### src/rtl/cla_pkg.sv
// Shared constants and elaboration helpers for the pipelined CLA adder.
// Offsets locate each stage's registers inside the triangular stage buses.
package cla_pkg;

    localparam int GROUP_W = 4;

    function automatic int num_stages(input int width, input int gps);
        return width / (GROUP_W * gps);
    endfunction

    function automatic bit width_ok(input int width, input int gps);
        return (gps > 0) && (width > 0) && ((width % (GROUP_W * gps)) == 0);
    endfunction

    // Stage j keeps width - j*sw unconsumed operand bits.
    function automatic int op_off(input int j, input int width, input int sw);
        int acc;
        acc = 0;
        for (int i = 1; i < j; i++) acc += width - i * sw;
        return acc;
    endfunction

    // Stage j keeps j*sw finished low sum bits.
    function automatic int lo_off(input int j, input int sw);
        int acc;
        acc = 0;
        for (int i = 1; i < j; i++) acc += i * sw;
        return acc;
    endfunction

endpackage

### src/rtl/cla4_group.sv
// One 4-bit carry-lookahead group with full lookahead carries.
// Exposes the carry into bit 3 so the top group can form signed overflow.
module cla4_group
    import cla_pkg::*;
(
    input  logic [GROUP_W-1:0] a,
    input  logic [GROUP_W-1:0] b,
    input  logic               cin,
    output logic [GROUP_W-1:0] s,
    output logic               cout,
    output logic               c3
);

    logic [GROUP_W-1:0] g;
    logic [GROUP_W-1:0] p;
    logic [GROUP_W:0]   c;

    always_comb begin
        g    = a & b;
        p    = a ^ b;
        c[0] = cin;
        c[1] = g[0] | (p[0] & cin);
        c[2] = g[1] | (p[1] & g[0]) | (p[1] & p[0] & cin);
        c[3] = g[2] | (p[2] & g[1]) | (p[2] & p[1] & g[0])
             | (p[2] & p[1] & p[0] & cin);
        c[4] = g[3] | (p[3] & g[2]) | (p[3] & p[2] & g[1])
             | (p[3] & p[2] & p[1] & g[0])
             | (p[3] & p[2] & p[1] & p[0] & cin);
        s    = p ^ c[GROUP_W-1:0];
        cout = c[GROUP_W];
        c3   = c[GROUP_W-1];
    end

endmodule

### src/rtl/pipelined_cla_adder.sv
// Pipelined carry-lookahead adder/subtractor with valid/ready flow control.
// Each stage resolves GROUPS_PER_STAGE lookahead groups; one shared advance enable.
module pipelined_cla_adder
    import cla_pkg::*;
#(
    parameter int WIDTH            = 16,
    parameter int GROUPS_PER_STAGE = 1
) (
    input  logic             clk,
    input  logic             rst_n,
    input  logic             in_valid,
    output logic             in_ready,
    input  logic [WIDTH-1:0] in_a,
    input  logic [WIDTH-1:0] in_b,
    input  logic             in_cin,
    input  logic             in_sub,
    output logic             out_valid,
    input  logic             out_ready,
    output logic [WIDTH-1:0] out_sum,
    output logic             out_cout,
    output logic             out_ovf
);

    localparam int GPS = GROUPS_PER_STAGE;
    localparam int SW  = GROUP_W * GPS;
    localparam int NS  = num_stages(WIDTH, GPS);
    localparam int OPW = (NS > 1) ? op_off(NS, WIDTH, SW) : 1;
    localparam int LOW = (NS > 1) ? lo_off(NS, SW) : 1;

    if (!width_ok(WIDTH, GPS)) begin : g_bad_width
        $error("WIDTH must be a multiple of 4*GROUPS_PER_STAGE");
    end

    logic             adv;
    logic [WIDTH-1:0] b_cond;
    logic [OPW-1:0]   a_bus;
    logic [OPW-1:0]   b_bus;
    logic [LOW-1:0]   lo_bus;
    logic [NS-1:0]    c_bus;
    logic [NS-1:0]    v_bus;
    logic [WIDTH-1:0] sum_q;
    logic             cout_q;
    logic             ovf_q;
    logic             valid_q;

    assign adv      = !valid_q || out_ready;
    assign in_ready = adv;
    assign b_cond   = in_sub ? ~in_b : in_b;
    assign c_bus[0] = in_sub | in_cin;
    assign v_bus[0] = in_valid;

    for (genvar k = 1; k <= NS; k++) begin : g_stage
        localparam int RW = WIDTH - (k - 1) * SW;

        logic [RW-1:0]  a_i;
        logic [RW-1:0]  b_i;
        logic [SW-1:0]  s_w;
        logic [GPS:0]   gc;
        logic [GPS-1:0] gc3;
        logic           v_i;

        assign gc[0] = c_bus[k-1];
        assign v_i   = v_bus[k-1];

        if (k == 1) begin : g_src_in
            assign a_i = in_a;
            assign b_i = b_cond;
        end else begin : g_src_reg
            assign a_i = a_bus[op_off(k-1, WIDTH, SW) +: RW];
            assign b_i = b_bus[op_off(k-1, WIDTH, SW) +: RW];
        end

        // Ripple between groups inside a stage, lookahead within each group.
        for (genvar g = 0; g < GPS; g++) begin : g_grp
            cla4_group u_grp (
                .a    (a_i[g*GROUP_W +: GROUP_W]),
                .b    (b_i[g*GROUP_W +: GROUP_W]),
                .cin  (gc[g]),
                .s    (s_w[g*GROUP_W +: GROUP_W]),
                .cout (gc[g+1]),
                .c3   (gc3[g])
            );
        end

        if (k < NS) begin : g_mid
            localparam int LW = k * SW;

            logic [RW-SW-1:0] a_d, a_q, b_d, b_q;
            logic [LW-1:0]    lo_d, lo_q, lo_new;
            logic             c_d, c_q, v_d, v_q;

            if (k == 1) begin : g_lo_first
                assign lo_new = s_w;
            end else begin : g_lo_more
                assign lo_new = {s_w, lo_bus[lo_off(k-1, SW) +: (k-1)*SW]};
            end

            always_comb begin
                a_d  = a_q;
                b_d  = b_q;
                lo_d = lo_q;
                c_d  = c_q;
                v_d  = v_q;
                if (adv) begin
                    v_d = v_i;
                    if (v_i) begin
                        a_d  = a_i[RW-1:SW];
                        b_d  = b_i[RW-1:SW];
                        lo_d = lo_new;
                        c_d  = gc[GPS];
                    end
                end
            end

            always_ff @(posedge clk or negedge rst_n) begin
                if (!rst_n) begin
                    a_q  <= '0;
                    b_q  <= '0;
                    lo_q <= '0;
                    c_q  <= 1'b0;
                    v_q  <= 1'b0;
                end else begin
                    a_q  <= a_d;
                    b_q  <= b_d;
                    lo_q <= lo_d;
                    c_q  <= c_d;
                    v_q  <= v_d;
                end
            end

            assign a_bus[op_off(k, WIDTH, SW) +: RW-SW] = a_q;
            assign b_bus[op_off(k, WIDTH, SW) +: RW-SW] = b_q;
            assign lo_bus[lo_off(k, SW) +: LW]          = lo_q;
            assign c_bus[k]                             = c_q;
            assign v_bus[k]                             = v_q;
        end else begin : g_last
            logic [WIDTH-1:0] sum_d, sum_new;
            logic             cout_d, ovf_d, valid_d;

            if (k == 1) begin : g_sum_first
                assign sum_new = s_w;
            end else begin : g_sum_more
                assign sum_new = {s_w, lo_bus[lo_off(k-1, SW) +: (k-1)*SW]};
            end

            // Outputs only change when a valid beat lands.
            always_comb begin
                sum_d   = sum_q;
                cout_d  = cout_q;
                ovf_d   = ovf_q;
                valid_d = valid_q;
                if (adv) begin
                    valid_d = v_i;
                    if (v_i) begin
                        sum_d  = sum_new;
                        cout_d = gc[GPS];
                        ovf_d  = gc3[GPS-1] ^ gc[GPS];
                    end
                end
            end

            always_ff @(posedge clk or negedge rst_n) begin
                if (!rst_n) begin
                    sum_q   <= '0;
                    cout_q  <= 1'b0;
                    ovf_q   <= 1'b0;
                    valid_q <= 1'b0;
                end else begin
                    sum_q   <= sum_d;
                    cout_q  <= cout_d;
                    ovf_q   <= ovf_d;
                    valid_q <= valid_d;
                end
            end
        end
    end

    assign out_valid = valid_q;
    assign out_sum   = sum_q;
    assign out_cout  = cout_q;
    assign out_ovf   = ovf_q;

endmodule

### config.mk
export PLATFORM = sky130hd
export DESIGN_NAME = pipelined_cla_adder
export DESIGN_NICKNAME = d
export VERILOG_FILES = /design/src/rtl/cla_pkg.sv /design/src/rtl/cla4_group.sv /design/src/rtl/pipelined_cla_adder.sv
export SDC_FILE = /design/constraint.sdc
export NUM_CORES = 1
export LEC_CHECK = 0
export BUFFER_PORTS_ARGS = -buffer_cell sky130_fd_sc_hd__buf_2
export CORE_MARGIN = 8
export CORE_UTILIZATION = 25
export DETAILED_ROUTE_END_ITERATION = 6
export MAX_ROUTING_LAYER = met4
export PLACE_DENSITY = 0.45
export RECOVER_POWER = 50
export SYNTH_ARGS = -nofsm -noshare
export SYNTH_HDL_FRONTEND = slang
export SYNTH_SLANG_ARGS = --single-unit
### constraint.sdc
create_clock -name clk -period 1.5 [get_ports clk]
set_input_delay 0.225 -clock clk [delete_from_list [all_inputs] [get_ports clk]]
set_output_delay 0.225 -clock clk [all_outputs]
set_load 0.05 [all_outputs]
### Word level (Yosys, flattened, before mapping)

Index checks and enable logic that the tools add are counted.

* register bits after elaboration: 97
* bits in latches: 0
* bits in writable memories: 0
* bits in read-only memories: 0
* input port bits: 38
* output and inout bits: 20
* logic and storage cells: 145
* memories: 0

* $add $sub $neg: 0
* multiply operators: 0
* divide/modulo/power cells: 0
* $lt $le $gt $ge: 0
* eq/ne operators: 0
* shift operators: 0
* multiplexer cells: 1
* bitwise gates (word level): 119
* reductions and logical operators: 6

Operators with widths (count)
* $and A1 B1 Y1: 64
* $or A1 B1 Y1: 41
* $xor A4 B4 Y4: 8
* $and A4 B4 Y4: 4
* $mux W16: 1
* $not A16 Y16: 1
* $reduce_and A2 Y1: 4
* $logic_not A1 Y1: 1
* $logic_or A1 B1 Y1: 1
* $xor A1 B1 Y1: 1

### Logic depth before layout (Yosys ltp)

Gate-level depths: netlist (run 1).

* depth in word-level cells: 8
* gate-level depth with buffers: 8
* mapped depth without buffers: 6

### Cells and area by module

A second synthesis (run 1) with hierarchy kept.

* cell total of the unflattened synthesis: 312
* area, all modules: 4580.6 sq um

By module, submodules not included
* pipelined_cla_adder: instances 1, cells each 244, area an instance 3975.1 sq um, sequential area each 2427.3 sq um
* cla4_group (g_stage[1].g_grp[0].u_grp ...): instances 3, cells each 18, area an instance 155.1 sq um, sequential area each 0.0 sq um
* cla4_group (g_stage[4].g_grp[0].u_grp): instances 1, cells each 14, area an instance 140.1 sq um, sequential area each 0.0 sq um

### Worst setup path before layout (run 1)

Ideal clock, no wire load.

* path type: input to register
* start point: in in_sub
* end point: reg g_stage[1].g_mid.c_q
* library setup time: 0.133 ns
* data arrival time: 1.542 ns
* required time: 1.367 ns
* slack: -0.175 ns
* cell stages on the path: 8
* buffers on the path: 2
* cell sequence: buf_4 > buf_4 > xor2_1 > ha_1 > o211ai_1 > o21ai_1 > a21oi_1 > o21ai_0

* longest elaborated chain between the ends: 7
* elaborated cells on any way between the ends: 15
* classes of those cells: 1 x mux; 14 x bitwise

Ends and longest elaborated chain
* start: declaration: RTL line pipelined_cla_adder.sv:16 `input logic in_sub,`
* $mux W16: RTL line pipelined_cla_adder.sv:48 `assign b_cond = in_sub ? ~in_b : in_b;`
* $xor A4 B4 Y4 / $and A4 B4 Y4 (equally long branches): RTL line cla4_group.sv:20, cla4_group.sv:19
* $and A1 B1 Y1 (on tied branches): RTL line cla4_group.sv:26, cla4_group.sv:27, cla4_group.sv:28
* $or A1 B1 Y1, or another cell as far along (2 in a row): RTL line cla4_group.sv:26 `c[4] = g[3] | (p[3] & g[2]) | (p[3] & p[2] & g[1])`
* $or A1 B1 Y1 / $and A1 B1 Y1 (equally long branches): RTL line cla4_group.sv:27, cla4_group.sv:28
* $or A1 B1 Y1 *: RTL line cla4_group.sv:28 `| (p[3] & p[2] & p[1] & p[0] & cin);`
* end signal: assignment: RTL line pipelined_cla_adder.sv:120 `c_q <= 1'b0;`
* end signal: assignment: RTL line pipelined_cla_adder.sv:126 `c_q <= c_d;`
* end: declaration: RTL line pipelined_cla_adder.sv:90 `logic c_d, c_q, v_d, v_q;`

Every way passes the cells marked *; elsewhere a longest branch is shown, timed or not.
A chain may end at the register's enable or synchronous reset.

### Worst setup path in the final report (run 1)

* start point: reg g_stage[3].g_mid.b_q[0]
* end point: reg ovf_q (netlist: out_ovf)

* longest elaborated chain between the ends: 5
* elaborated cells on any way between the ends: 13
* classes of those cells: 13 x bitwise

Ends and longest elaborated chain
* start: declaration: RTL line pipelined_cla_adder.sv:88 `logic [RW-SW-1:0] a_d, a_q, b_d, b_q;`
* start signal: assignment: RTL line pipelined_cla_adder.sv:118 `b_q <= '0;`
* start signal: assignment: RTL line pipelined_cla_adder.sv:124 `b_q <= b_d;`
* $and A4 B4 Y4 / $xor A4 B4 Y4 (equally long branches): RTL line cla4_group.sv:19, cla4_group.sv:20
* $and A1 B1 Y1 (on tied branches)
* $or A1 B1 Y1, or another cell as far along: RTL line cla4_group.sv:24 `c[3] = g[2] | (p[2] & g[1]) | (p[2] & p[1] & g[0])`
* $or A1 B1 Y1 (on tied branches): RTL line cla4_group.sv:25, cla4_group.sv:28
* $xor A1 B1 Y1 *: RTL line pipelined_cla_adder.sv:157 `ovf_d = gc3[GPS-1] ^ gc[GPS];`
* end signal: assignment: RTL line pipelined_cla_adder.sv:171 `ovf_q <= ovf_d;`
* end: declaration: RTL line pipelined_cla_adder.sv:43 `logic ovf_q;`

Marks and branches as above.

==> flow_metrics.env, run 1 <==
export IMPL_routedWlPerCell_um=13.6
export IMPL_initial_core_util_pct=25.4
export IMPL_power_leakage_nw=2.53
export IMPL_tritoncts="done"
export IMPL_clockRootBuffer="clkbuf_16"
export IMPL_hold_ws_ns=0.114
export IMPL_start_kind="flop"
export IMPL_num_vias=2597
export IMPL_clk_pin_slew_ns=0.07
export IMPL_layout_nets=472
export IMPL_syn_area_um2=4360
export IMPL_cts_buffers=9
export IMPL_fmax_ghz=0.652
export IMPL_dp_cells=622
export IMPL_viasPerCell=4.05
export IMPL_synth_top_family_by_area="multiplexers"
export IMPL_port_buffers=57
export IMPL_finalNonFillerCells=642
export IMPL_failed_checks="setup timing"
export IMPL_synth_simple_area_share_pct=4.33
export IMPL_grt_pass1_vias=2860
export IMPL_setup_worst_path_class="reg2reg"
export IMPL_first_iter_violations=118
export IMPL_grt_usage_pct=8.67
export IMPL_synth_cells=328
export IMPL_drcViolationCount=0
export IMPL_synthFlopType="dfrtp_1"
export IMPL_synthArstFlopShare_pct=100
export IMPL_ys_seq_elements=97
export IMPL_rsz0062_at_grt="true"
export IMPL_core_area_um2=17200
export IMPL_utilization_pct=32.2
export IMPL_io_pins=58
export IMPL_ys_types=27
export IMPL_wl_mm=8.72
export IMPL_ys_seq_area_share_pct=55.6
export IMPL_syn_avg_cell_area_um2=13.3
export IMPL_setup_viol=2
export IMPL_clock_path_buffers=2
export IMPL_slew_headroom_pct=55.4
export IMPL_antenna_found_initial=0
export IMPL_synth_xor_area_share_pct=5.62
export IMPL_drt_pass1_iter_count=6
export IMPL_hold_class="in2reg"
export IMPL_syn_nets=388
export IMPL_syn2layout_area_growth_pct=26.6
export IMPL_cp_max_fo=4
export IMPL_required_ns=1.76
export IMPL_nFillCells=1749
export IMPL_fin_ws_ns=-0.0340
export IMPL_synth_adder_area_share_pct=7.00
export IMPL_synth_edff_count=0
export IMPL_min_period_over_period_pct=102
export IMPL_hpwl_mm=6.66
export IMPL_status="finished, violations left"
export IMPL_clk_latency_ns=0.34
export IMPL_r2r_slack_ns=-0.03
export IMPL_grt_overflow=0
export IMPL_finClkSkew_ns=0.00622
export IMPL_multi_input_area_um2=1890
export IMPL_cap_violations=0
export IMPL_dieWidth_um=148
export IMPL_slew_viol_final=0
export IMPL_cp_arrival_ns=1.80
export IMPL_yosys_warnings=0
export IMPL_synth_compound_area_share_pct=6.54
export IMPL_h_tree_depth=3
export IMPL_drive_above_1_share_pct=43.6
export IMPL_ir_drop_mv=0.599
export IMPL_drtAntennaViolNets=0
export IMPL_fin_crit_ns=1.53
export IMPL_grt_start_max_net_pins=31
export IMPL_cp_end_kind="flop"
export IMPL_hold_viol=0
export IMPL_row_count=48
export IMPL_synth_area_mux_share_pct=17.7
export IMPL_dieArea_um2=21900
export IMPL_grt_first_pass_wirelength_mm=14.8
export IMPL_die_h_um=148
export IMPL_seqCellArea_um2=2430
export IMPL_power_density_nw_per_um2=2280
export IMPL_tightest_slew_ns=0.668
export IMPL_place_congestion=0.744
export IMPL_diodes=0
export IMPL_cts_sinks=97
[layout by cell type (no fill, tap or decap), types with 5 or more instances in the layout]
master      n
xnor2_1    22
nor2_1      9
clkbuf_16   9
ha_1       15
inv_1       5
nand2_1    31
buf_2      54
dfrtp_1    96
o21ai_1     5
mux2_4     14
mux2_2     49
o21ai_0    29
buf_4      23
buf_12      5
a21oi_1     7
[final timing paths]
| kind | start | end | cells after the start |
|---|---|---|---|
| setup / recovery | g_stage[3].g_mid.b_q[0] | out_ovf | 5 |
| hold / removal | in_a[7] | g_stage[1].g_mid.a_q[3] | 2 |
| setup reg to reg | g_stage[3].g_mid.b_q[0] | out_ovf | 5 |
| hold reg to reg | g_stage[1].g_mid.b_q[10] | g_stage[1].g_mid.b_q[10] | 2 |
| max in group asynchronous | rst_n | out_valid | 3 |
| min in group asynchronous | rst_n | g_stage[1].g_mid.b_q[10] | 2 |
[synth_stat cells, types with 2 or more instances]
cell / count / area [um2]
inv_1: 5 / 18.8
mux2_2: 49 / 552
nand2_1: 30 / 113
ha_1: 18 / 225
nor2_1: 9 / 33.8
buf_4: 4 / 30.0
dfrtp_1: 97 / 2430
buf_2: 4 / 20.0
o21ai_0: 33 / 165
nand2_2: 2 / 12.5
fa_1: 4 / 80.1
xnor2_1: 22 / 193
a211oi_1: 5 / 37.5
o21ai_1: 2 / 10.0
mux2_4: 14 / 210
xor2_1: 6 / 52.6
buf_6: 6 / 67.6
a21oi_1: 8 / 40.0
o21bai_1: 2 / 15.0
[metrics by stage]
stage               setup slack, ns  instance area (um2)  total power, mW   TNS, ns
floorplan                   -0.0482                 4420             8.37   -0.0819
global placement            -0.0268                 5130             9.84    -0.134
detailed placement          -0.0934                 5130             9.97    -0.391
CTS                        -0.00503                 5520             12.7  -0.00503
global route                 -0.103                 5530             13.5    -0.681
finish                      -0.0340                 5530             12.6   -0.0351
[worst max-delay path, stage by stage, from the launching register on]
cell and delay (ns):
dfrtp_1 0.38, ha_1 0.30, a211oi_2 0.08, o21ba_4 0.24, or3_4 0.33, a21oi_2 0.12
[per-layer routing]
metal	GRT usage, %	vias to the layer above	routed length [um]
met5	-	-	0
met4	3.82	0	152
met3	1.85	10	218
met2	13.1	43	4080
met1	11.0	1241	4270
li1	-	1303	-
[kinds of logic (layout without fill, tap and decap cells)]
group,count (synthesis),after routing
multiplexers,64,64
buffers and inverters,20,109
XOR/XNOR,28,28
adder cells (fa/ha/maj),22,22
flip-flops,97,97
AND/OR/NAND/NOR,45,45
AO/OA/AOI/OAI,52,52
[sequential cells by signal (all words and copies together), names as in the netlist]
signal and count:
g_stage.g_mid.a_q 24, g_stage.g_mid.b_q 24, g_stage.g_mid.lo_q 24, out_sum 16, g_stage.g_mid.c_q 3, g_stage.g_mid.v_q 3
out_cout 1, out_ovf 1, out_valid 1
[power breakdown]
group          internal [mW]  leakage (nW)  switching [mW]  total, mW
combinational           2.81          1.21            2.80       5.60
clock                   1.47         0.149           0.995       2.46
sequential              3.79          1.17           0.734       4.53
[cell type report]
class                      instances  share of cell area [%]
clock inverter                     6                    1.68
timing repair buffer              88                    10.6
clock buffer                      10                    4.14
tap                              225                    5.09
multi-input combinational        211                    34.2
sequential                        97                    43.9
inverter                           5                   0.340
[what timing repair did]
action,4_1_cts,5_1_grt
pin swaps,5,7
endpoints found under the setup margin,7,8
gates cloned,0,0
resized for setup,6,9
hold buffers,1,0
setup buffers,2,1
endpoints found under the hold margin,23,0
Note: power is estimated with default switching activity, not from simulation.
==> run 2, diff against run 1 <==
- CORE_MARGIN: 8 -> 1
- TNS_END_PERCENT: default -> 5
==> run 2 against run 1 <==
The flow still finishes with violations (setup timing). Die area is 18% lower. Total power is 2.0% higher. Worst hold slack better by 0.0047 ns. Critical path depth stayed put. Setup slack better by 0.033 ns. Non-clock buffer count is 5 lower. Via count is 1.2% lower. First-iteration DRC count is 42% lower. Global-route usage is 1.6 points higher. Clock skew is 0.00070 ns lower. Sequential power hardly changed. Critical endpoint unchanged.
==> flow_metrics.env, run 2 (synthesis results as in run 1) <==
export IMPL_status="finished, violations left"
export IMPL_failed_checks="setup timing"
export IMPL_min_period_over_period_pct=100
export IMPL_diodes=0
export IMPL_design_area_um2=5490
export IMPL_port_buffers=57
export IMPL_ir_drop_mv=0.705
export IMPL_drtAntennaViolNets=0
export IMPL_hold_class="in2reg"
export IMPL_required_ns=1.77
export IMPL_place_congestion=0.755
export IMPL_setup_viol=1
export IMPL_dp_cells=615
export IMPL_drive_above_1_share_pct=42.7
export IMPL_first_iter_violations=68
export IMPL_fin_crit_ns=1.50
export IMPL_holdPathStages=2
export IMPL_slew_headroom_pct=54.5
export IMPL_post_cts_buffers=0
export IMPL_grt_pass1_vias=2741
export IMPL_start_kind="flop"
export IMPL_viasPerCell=4.06
export IMPL_grt_start_max_net_pins=51
export IMPL_grt_overflow=0
export IMPL_core_area_um2=16800
export IMPL_rsz0062_at_grt="true"
export IMPL_cp_max_fo=4
export IMPL_dieArea_um2=18000
export IMPL_finClkSkew_ns=0.00552
export IMPL_fmax_ghz=0.666
export IMPL_finalNonFillerCells=632
export IMPL_utilization_pct=32.7
export IMPL_power_leakage_nw=2.52
export IMPL_wl_mm=8.18
export IMPL_syn2layout_area_growth_pct=25.9
export IMPL_routedWlPerCell_um=12.9
export IMPL_largestRegisters="g_stage.g_mid.a_q: 24 flops, g_stage.g_mid.b_q: 24 flops, g_stage.g_mid.lo_q: 24 flops"
export IMPL_num_vias=2565
export IMPL_grt_usage_pct=10.3
export IMPL_initial_core_util_pct=25.9
export IMPL_placed_cell_area_um2=5080
export IMPL_mostFrequentLayoutCells="dfrtp_1 (95), buf_2 (53), mux2_2 (49), nand2_1 (30), o21ai_0 (30)"
export IMPL_tritoncts="done"
export IMPL_cts_buffers=9
export IMPL_clock_path_buffers=2
export IMPL_io_pins=58
export IMPL_hpwl_mm=6.15
export IMPL_clockRootBuffer="clkbuf_16"
export IMPL_tightest_slew_ns=0.682
export IMPL_setup_worst_path_class="reg2reg"
export IMPL_cp_end_kind="flop"
export IMPL_drt_pass1_iter_count=4
export IMPL_die_h_um=134
export IMPL_clk_pin_slew_ns=0.07
export IMPL_layout_commonest_cell="dfrtp_1"
export IMPL_row_count=47
export IMPL_slew_viol_final=0
export IMPL_drcViolationCount=0
export IMPL_cap_violations=0
export IMPL_h_tree_depth=3
export IMPL_fin_ws_ns=-0.00116
export IMPL_antenna_found_initial=0
export IMPL_cp_arrival_ns=1.77
export IMPL_grt_first_pass_wirelength_mm=14.0
export IMPL_dieWidth_um=134
export IMPL_power_density_nw_per_um2=2340
export IMPL_clk_latency_ns=0.33
export IMPL_cts_sinks=97
export IMPL_layout_nets=467
export IMPL_hold_viol=0
export IMPL_rr_worst_depth=5
run 2: cell types whose count changed in the layout (fill, tap and decap cells not counted), moves of 3 or more:
| cell | delta |
|---|---|
| clkbuf_4 | +3 |
| buf_4 | -4 |
| bufinv_16 | +3 |
| buf_12 | -3 |
run 2: repair_timing:
action                                  4_1_cts  5_1_grt
endpoints found under the hold margin        97        0
endpoints found under the setup margin        7        9
pin swaps                                     4       10
gates cloned                                  0        0
hold buffers                                  1        0
gates resized for setup                       3       10
run 2: worst max-delay path: stages (launching register included):
cell and delay (ns):
dfrtp_1 0.38, ha_1 0.29, a211oi_2 0.07, o21ba_2 0.25, or3_1 0.32, a21oi_2 0.12
run 2: where the power goes:
part / switching, mW / total [mW] / internal [mW] / leakage [nW]
Sequential: 0.723 / 4.52 / 3.80 / 1.17
Clock: 0.985 / 2.95 / 1.97 / 0.186
Combinational: 2.73 / 5.37 / 2.64 / 1.16
run 2: final cells by class:
class,instances,area (um2)
clock buffers,9,225
clock inverters,7,166
fillers,1735,11300
inverters,5,18.8
multi-input cells,211,1870
flip-flops and latches,97,2430
well taps,220,275
repair buffers,83,507
run 2: path summary, 6_finish.rpt:
| kind | from | endpoint | slack [ns] |
|---|---|---|---|
| worst min-delay path | in_a[15] | g_stage[1].g_mid.a_q[11] | 0.12 |
| min in group asynchronous | rst_n | g_stage[1].g_mid.a_q[8] | 0.25 |
| max in group asynchronous | rst_n | g_stage[2].g_mid.a_q[0] | 0.23 |
| worst min register to register | g_stage[1].g_mid.b_q[6] | g_stage[1].g_mid.b_q[6] | 0.48 |
| worst max-delay path | g_stage[3].g_mid.b_q[0] | out_ovf | -0.001 |
| worst max register to register | g_stage[3].g_mid.b_q[0] | out_ovf | -0.001 |
run 2: per-layer routing:
layer  vias up  GRT usage, %  routed length (um)
met5         -             -                   0
met1      1218          13.3                4100
met2        44          15.8                3720
li1       1295             -                   -
met3         8          2.12                 221
met4         0          4.12                 140
run 2: metrics by stage:
stage	TNS (ns)	power, mW	hold WS (ns)	setup slack (ns)
finish	-0.00116	12.8	0.119	-0.00116
global route	-1.58	13.7	0.113	-0.0802
CTS	-0.00434	12.9	0.110	-0.00434
detailed placement	-0.453	9.83	0.0437	-0.102
global placement	-0.205	9.71	0.0459	-0.110
floorplan	-0.0885	8.33	-0.0706	-0.0482
==> run 3, diff against run 2 <==
- ABC_AREA: default -> 1
==> run 3 against run 2 <==
The run now ends clean. Synthesized cell count grew 51%. Cell count grew 24%. Utilization shrank 1.5 points. Wire length grew 9.5%. First-iteration DRC count grew to 2.6 times the previous value. Largest power group unchanged. Highest routed layer unchanged.
==> flow_metrics.env, run 3 <==
export IMPL_min_period_over_period_pct=98.8
export IMPL_yosysMostFrequentCell="nand2_1"
export IMPL_cts_buffers=9
export IMPL_dieArea_um2=18700
export IMPL_hpwl_mm=6.72
export IMPL_holdPathStages=3
export IMPL_clk_latency_ns=0.34
export IMPL_power_density_nw_per_um2=2050
export IMPL_drcViolationCount=0
export IMPL_slew_headroom_pct=41.3
export IMPL_r2r_start="g_stage[3].g_mid.a_q[1]"
export IMPL_ys_seq_area_share_pct=53.5
export IMPL_clockRootBuffer="clkbuf_16"
export IMPL_tritoncts="done"
export IMPL_diodes=0
export IMPL_initial_core_util_pct=25.9
export IMPL_dp_cells=768
export IMPL_port_buffers=57
export IMPL_grt_pass1_vias=3109
export IMPL_layout_nets=615
export IMPL_synth_cells=495
export IMPL_grt_usage_pct=11.1
export IMPL_clock_path_buffers=2
export IMPL_required_ns=1.27
export IMPL_grt_overflow=0
export IMPL_seqCellArea_um2=2430
export IMPL_syn_avg_cell_area_um2=9.17
export IMPL_slew_viol_final=0
export IMPL_finalNonFillerCells=785
export IMPL_synthFlopType="dfrtp_1"
export IMPL_finClkSkew_ns=0.00454
export IMPL_largestRegisters="g_stage.g_mid.a_q: 24 flops, g_stage.g_mid.b_q: 24 flops, g_stage.g_mid.lo_q: 24 flops"
export IMPL_synthArstFlopShare_pct=100
export IMPL_ir_drop_mv=0.718
export IMPL_hold_viol=0
export IMPL_status="finished clean"
export IMPL_num_vias=3127
export IMPL_drtAntennaViolNets=0
export IMPL_first_iter_violations=175
export IMPL_start_kind="flop"
export IMPL_post_cts_buffers=0
export IMPL_cp_max_fo=6
export IMPL_row_count=48
export IMPL_grt_first_pass_wirelength_mm=15.6
export IMPL_ys_seq_elements=97
export IMPL_wl_mm=8.96
export IMPL_cp_end_kind="primary output"
export IMPL_setup_worst_path_class="reg2out"
export IMPL_p_total_mw=11.2
export IMPL_hold_start="in_a[6]"
export IMPL_h_tree_depth=3
export IMPL_drive_above_1_share_pct=18.2
export IMPL_crit_path_start="out_valid"
export IMPL_synth_top_area_cell="dfrtp_1"
export IMPL_routedWlPerCell_um=11.4
export IMPL_power_leakage_nw=2.78
export IMPL_io_pins=58
export IMPL_viasPerCell=3.98
export IMPL_whs_endpoint="g_stage[1].g_mid.a_q[2]"
export IMPL_grt_start_max_net_pins=47
export IMPL_fmax_ghz=0.675
export IMPL_synth_edff_count=0
export IMPL_synthTopCellsByArea="dfrtp_1 (54%), nand2_1 (14%), o21ai_0 (5.6%)"
export IMPL_ys_top_cells_by_count="nand2_1 (166), dfrtp_1 (97), o21ai_0 (51)"
export IMPL_core_area_um2=17500
export IMPL_dieWidth_um=137
export IMPL_syn2layout_area_growth_pct=20.4
export IMPL_r2r_slack_ns=0.06
export IMPL_syn_nets=555
export IMPL_cp_arrival_ns=1.26
export IMPL_netlist_area_leader_share_pct=53.5
export IMPL_cap_violations=0
export IMPL_cts_sinks=97
export IMPL_syn_area_um2=4540
export IMPL_clk_pin_slew_ns=0.06
export IMPL_rr_worst_depth=6
export IMPL_dp_slack_ns=-0.0136
export IMPL_fin_crit_ns=1.48
export IMPL_ys_types=28
export IMPL_layout_commonest_cell="nand2_1"
export IMPL_rsz0062_at_grt="true"
export IMPL_multi_input_area_um2=1830
export IMPL_antenna_found_initial=0
export IMPL_nFillCells=1873
export IMPL_drt_pass1_iter_count=4
export IMPL_hold_class="in2reg"
export IMPL_place_congestion=0.816
export IMPL_mostFrequentLayoutCells="nand2_1 (166), dfrtp_1 (96), buf_2 (55), o21ai_0 (51), inv_1 (47)"
export IMPL_setup_viol=0
export IMPL_yosys_warnings=0
export IMPL_die_h_um=137
export IMPL_tightest_slew_ns=0.880
export IMPL_fin_ws_ns=0.0175
export IMPL_reg2reg_to="out_ovf"
run 3: cell types whose count changed after synthesis, moves of 14 or more:
cell     previous run  this run
inv_1               5        46
mux2_4             14         0
o21ai_0            33        51
nand2_1            30       166
nand3_1             1        19
mux2_2             49         0
run 3: per-stage QoR:
step	hold WS, ns	utilization [%]	setup TNS (ns)	cell area, um2
floorplan	-0.0706	-	0	4560
global placement	0.0960	29.1	0	5100
detailed placement	0.0999	29.1	-0.0136	5100
CTS	0.0620	30.9	0	5420
global route	0.0678	31.1	-1.41	5460
finish	0.0774	31.1	0	5460
run 3: layout make-up:
| type | instances | area share, % |
|---|---|---|
| inverter | 51 | 3.55 |
| clock buffer | 14 | 5.02 |
| multi-input combinational | 328 | 33.5 |
| sequential | 97 | 44.5 |
| timing repair buffer | 68 | 7.63 |
| clock inverter | 2 | 0.641 |
| tap | 225 | 5.15 |
run 3: worst max path at each step:
stage	depth (start not counted)	slack, ns	end
5_1_grt	9	-0.07	out_sum[15]
2_1_floorplan	11	0.002	g_stage[1].g_mid.lo_q[3]
4_1_cts	4	0.01	in_ready
6_report	4	0.02	in_ready
3_5_place_dp	10	-0.01	g_stage[1].g_mid.lo_q[3]
3_3_place_gp	10	0.04	g_stage[1].g_mid.lo_q[3]
run 3: worst max-delay path, cell delays in order, from the launching register on:
cell and delay, ns:
dfrtp_2 0.36, inv_2 0.05, nor2_8 0.20, inv_4 0.10, buf_4 0.20
run 3: routing by layer:
layer / track usage, % / up-vias / routed length [um]
met5: - / - / 0
met4: 5.19 / 0 / 104
met3: 1.67 / 9 / 226
met2: 14.5 / 47 / 3620
met1: 16.5 / 1386 / 5010
li1: - / 1685 / -
run 3: logic make-up (layout without fill, tap and decap cells):
kind of cell	Yosys count	after routing	share of synthesized area, %
compound gates	78	78	9.18
xor+xnor	21	21	4.05
fa+ha+maj	22	22	6.73
buf+inv	70	135	7.31
flops	97	97	53.5
simple gates	207	207	19.2
run 3: report_power, final:
group | internal (mW) | switching, mW
clock network | 1.43 | 0.930
logic | 1.60 | 2.95
registers | 3.68 | 0.607
run 3: repair_timing:
| item | in CTS | in global routing |
|---|---|---|
| endpoints found under the setup margin | 1 | 15 |
| resized for setup | 1 | 6 |
| endpoints found under the hold margin | 12 | 0 |
| pin swaps | 1 | 0 |
| hold buffers | 1 | 0 |
